## src/rtl/apb_slave_mem.sv

```systemverilog
`default_nettype none
// ============================================================================
// Module      : apb_slave_mem
// Description : APB completer backed by a DEPTH x 8-bit register memory.
//               Optional wait states are compiled in with APB_SLAVE_WAIT_EN.
// Revision    : 1.0 - initial release
// ============================================================================
module apb_slave_mem #(
   parameter int DEPTH       = 64,
   parameter int WAIT_STATES = 2
) (
   input  logic       PCLK,
   input  logic       PRESETn,
   input  logic       PSEL,
   input  logic       PENABLE,
   input  logic       PWRITE,
   input  logic [8:0] PADDR,
   input  logic [7:0] PWDATA,
   output logic [7:0] PRDATA,
   output logic       PREADY,
   output logic       PSLVERR
);

   localparam logic [8:0] c_depth = 9'(DEPTH);
   localparam logic [3:0] c_wait  = 4'(WAIT_STATES);

   typedef enum logic [0:0] {
      IDLE   = 1'b0,
      ACCESS = 1'b1
   } state_t;

   state_t     r_state;
   logic [7:0] r_addr;
   logic [7:0] r_wdata;
   logic       r_write;
   logic [7:0] r_mem [DEPTH];

   logic       w_cnt_zero;
   logic       w_in_range;
   logic       w_we;
   logic [7:0] w_rd_word;
   logic       w_unused_paddr;

   // Bit 8 selects between completers on the requester side only.
   assign w_unused_paddr = PADDR[8];

`ifdef APB_SLAVE_WAIT_EN
   logic [3:0] r_cnt;
   assign w_cnt_zero = (r_cnt == 4'd0);
`else
   logic w_unused_wait;
   assign w_cnt_zero    = 1'b1;
   assign w_unused_wait = |c_wait;
`endif

   always_ff @(posedge PCLK or negedge PRESETn) begin
      if (!PRESETn) begin
         r_state <= IDLE;
         r_addr  <= 8'h00;
         r_wdata <= 8'h00;
         r_write <= 1'b0;
`ifdef APB_SLAVE_WAIT_EN
         r_cnt   <= 4'd0;
`endif
      end else begin
         case (r_state)
            IDLE: begin
               if (PSEL && !PENABLE) begin
                  r_state <= ACCESS;
                  r_addr  <= PADDR[7:0];
                  r_wdata <= PWDATA;
                  r_write <= PWRITE;
`ifdef APB_SLAVE_WAIT_EN
                  r_cnt   <= c_wait;
`endif
               end
            end
            ACCESS: begin
               // Losing PSEL/PENABLE mid-transfer is an abort, not a completion.
               if (!(PSEL && PENABLE) || w_cnt_zero) begin
                  r_state <= IDLE;
               end
`ifdef APB_SLAVE_WAIT_EN
               else begin
                  r_cnt <= r_cnt - 4'd1;
               end
`endif
            end
            default: r_state <= IDLE;
         endcase
      end
   end

   assign w_in_range = ({1'b0, r_addr} < c_depth);
   assign PREADY     = (r_state == ACCESS) && w_cnt_zero && PSEL && PENABLE;
   assign PSLVERR    = PREADY && !w_in_range;
   assign w_we       = PREADY && r_write && w_in_range;

   always_ff @(posedge PCLK or negedge PRESETn) begin
      if (!PRESETn) begin
         for (int i = 0; i < DEPTH; i++) begin
            r_mem[i] <= 8'h00;
         end
      end else begin
         for (int i = 0; i < DEPTH; i++) begin
            if (w_we && (r_addr == 8'(i))) begin
               r_mem[i] <= r_wdata;
            end
         end
      end
   end

   always_comb begin
      w_rd_word = 8'h00;
      for (int i = 0; i < DEPTH; i++) begin
         if (r_addr == 8'(i)) begin
            w_rd_word = r_mem[i];
         end
      end
   end

   assign PRDATA = (PREADY && !r_write && w_in_range) ? w_rd_word : 8'h00;

endmodule
`default_nettype wire

```

## config.mk

```make
export PLATFORM = sky130hd
export DESIGN_NAME = apb_slave_mem
export DESIGN_NICKNAME = d
export VERILOG_FILES = /design/src/rtl/apb_slave_mem.sv
export SDC_FILE = /design/constraint.sdc
export NUM_CORES = 1
export LEC_CHECK = 0
export ABC_AREA = 1
export CORE_ASPECT_RATIO = 1.2
export CORE_UTILIZATION = 39
export DETAILED_ROUTE_END_ITERATION = 10
export GPL_TIMING_DRIVEN = 0
export HOLD_SLACK_MARGIN = 0.06
export SLEW_MARGIN = 30
export SYNTH_ARGS = -nofsm -noshare
export SYNTH_HDL_FRONTEND = slang
export SYNTH_SLANG_ARGS = --single-unit
```

## constraint.sdc

```tcl
create_clock -name PCLK -period 5.7 [get_ports PCLK]
set_input_delay 0.57 -clock PCLK [delete_from_list [all_inputs] [get_ports PCLK]]
set_output_delay 0.57 -clock PCLK [all_outputs]
set_load 0.005 [all_outputs]
```

==> metrics <==
# diodes 0; Post-synth top cells nand2_1 (1206), o21ai_0 (543), dfrtp_1 (530); dpl hpwl 47600 um; Yosys top cell by area dfrtp_1; H-tree Lvls 2; die extent in x 229 um; layout cell share with drive strength beyond 1 15.5%; Netlist cell types 24; number of synthesized flops with an enable pin 0; Pleak 0.0133 uW; Crit path arrival time 5.68 ns; final hold vios 0; clock sinks 530; setup ws final -0.549 ns; Vias 20500; Max IR drop VDD 236 uV; core footprint 61100 um2; Final setup viols 8; Crit Path Category reg -> out; worst hold path type in -> async; grt ovf 0; Port Buffers 30; Slew HR 42.2%; register area 13300 um2; Reg2Reg Depth 10; cell mode on critical path nand2_1; initial core utilization 39.6%; Period minus WS final 6.25 ns; top cells by area, synth dfrtp_1 (55%), nand2_1 (19%), o21ai_0 (11%); Final Net Count 3243; Power Dens Cells 307 nW/um2; Die Area 63000 um2; fraction of the mapped netlist area in simple logic gates 26.5%; RR Endpoint r_mem[165]$_DFFE_PN0P_; syn avg cell area 7.88 um2; Max Freq 160 MHz; status complete, but fails checks; combinational family with the most area after synthesis simple AND/OR/NAND/NOR gates; max incr delay on CP 0.44 ns; vias in the first global route 20100; DIE HEIGHT 275 um; #FFs+latches synth 530; most common cell in the netlist nand2_1; Iter 0 DRT Violations 1531; via/cell ratio 5.05; Top FF cell, synth dfrtp_1; drt wl/cell 17.4 um; CP max FO 4; met2 Resource Use GR 39.0%; Post-route DRC 0; FILL cells 6019; RSZ-0062 raised after global routing true; initial antenna violation count 0; Critical path origin r_addr[3]$_DFFE_PN0P_; Tcrit/Tclk final 110%; startpoint types flip-flop; busiest layer in global routing met2; Ports 32; Area Overhead vs Synth 19.5%; Setup WS pre-CTS -0.894 ns; clk_skew 0.0312 ns; Synthesis Warnings 0; Req. time, crit path 5.13 ns; top-area cell type share of the netlist area 54.8%; TritonCTS clock tree done; mux cell area share after synthesis 0%; reg2reg setup slack 2.55 ns; area of the multi-input gates 10300 um2; drt first pass iters 6; CTS Root Cell clkbuf_16; Slew Viols, Final 0; first-pass GRT wire length 112000 um; post-synthesis compound-gate area fraction 13.2%; Post-Syn Instances 3069; CP Capture Type output port; Reg clk slew, reported paths 0.07 ns; met3 GRT Util 3.08%; Critical R2R Launch r_addr[7]$_DFFE_PN0P_; TritonCTS Buffers 55; adder-cell share of the synthesized area 0%; max cap viols 0; worst slew pin tran 0.864 ns; GR Util met1 29.1%; Clk Latency, worst-skew pair 0.62 ns; Max clock buf depth 3; Post-synth ARST share 100%; Post-Synthesis Cell Area 24200 um2; final core utilization 47.3%; largest net degree at the start of global routing 86; register area share after synthesis 54.8%; syn_nets 3091; violated checks negative setup slack; antenna-violating nets left 0; GPL Wtd Cong 0.850; std cell rows 99; Post-Synth XOR/XNOR Area 0%; Overall Global Routing Usage 22.7%; highest-delay cell along the critical path dfrtp_2; Design Power 8880 uW; Post-Route WL 71000 um
[routing by layer]
layer	part of all wire (%)	up-vias
met1	43	9843
met3	4.5	155
met4	3.8	0
met5	0	-
li1	-	10100
met2	49	469
[report_power, final]
part	internal, uW	switching, uW	total [uW]
Sequential	3790	27.5	3820
Combinational	270	763	1030
Clock	2470	1560	4030
Total	6530	2350	8880
[repair_timing]
action / 4_1_cts / 5_1_grt
endpoints found under the setup margin: 8 / 8
hold buffers: 1 / 0
pin swaps: 105 / 173
setup buffers: 45 / 13
hold endpoints to repair: 49 / 0
gates cloned: 1 / 0
gates resized for setup: 141 / 125
[sequential cells by signal, indices dropped and copies added (netlist names)]
name     count
r_state      1
r_mem      512
r_wdata      8
r_addr       8
r_write      1
[per-stage QoR]
stage          setup TNS (ns)  hold WS [ns]  cells  instance area [um2]
2_1_floorplan               0         0.274   3069                24200
3_3_place_gp                -         0.458   3907                25500
3_5_place_dp            -4.36         0.465   3915                25700
4_1_cts                 -5.43         0.457   4059                28500
5_1_grt                 -6.40         0.496   4070                28900
6_report                -3.18         0.460   4070                28900
[placed cells by master, fill, tap and decap left out, drive strengths merged]
cell	Yosys	routed
nand4	41	41
nor3	7	7
and3	1	1
clkdlybuf4s50	0	21
inv	205	207
or2	127	127
o21ai	544	544
nor2	113	113
buf	1	67
dlygate4sd3	0	1
o22ai	1	1
nand3	55	55
nand2	1207	1208
clkbuf	143	224
nor3b	1	1
clkinvlp	0	1
clkinv	2	10
dfrtp	530	530
bufinv	0	12
a21oi	91	91
[how the worst max path moves through the flow]
stage | end | slack (ns) | cells past startpoint
4_1_cts | PRDATA[2] | -0.79 | 56
2_1_floorplan | PRDATA[5] | 1.68 | 48
3_3_place_gp | r_mem[166]$_DFFE_PN0P_ | -20.42 | 1
3_5_place_dp | PRDATA[2] | -0.89 | 54
6_report | PRDATA[4] | -0.55 | 58
5_1_grt | PRDATA[5] | -0.94 | 49
[final cells by class]
class / count / area share, %
clock buffer: 75 / 5.44
buffer: 144 / 1.93
timing repair buffer: 94 / 3.29
sequential: 530 / 45.9
tap: 808 / 3.50
clock inverter: 23 / 1.51
multi-input combinational: 2189 / 35.7
inverter: 207 / 2.70
[cells by family after synthesis]
group,after synthesis
AND/OR/NAND/NOR,1552
AO/OA/AOI/OAI,636
flip-flops,530
buffers and inverters,351
[worst max-delay path: cells and delay by family (launching register included)]
| kind | cells | cell delay, ns |
|---|---|---|
| AOI/OAI and AO/OA | 1 | 0.06 |
| buffers and inverters | 3 | 0.36 |
| DFF | 1 | 0.44 |
| and+or+nand+nor | 54 | 4.17 |
No activity file was read; power rests on OpenSTA's default activity.
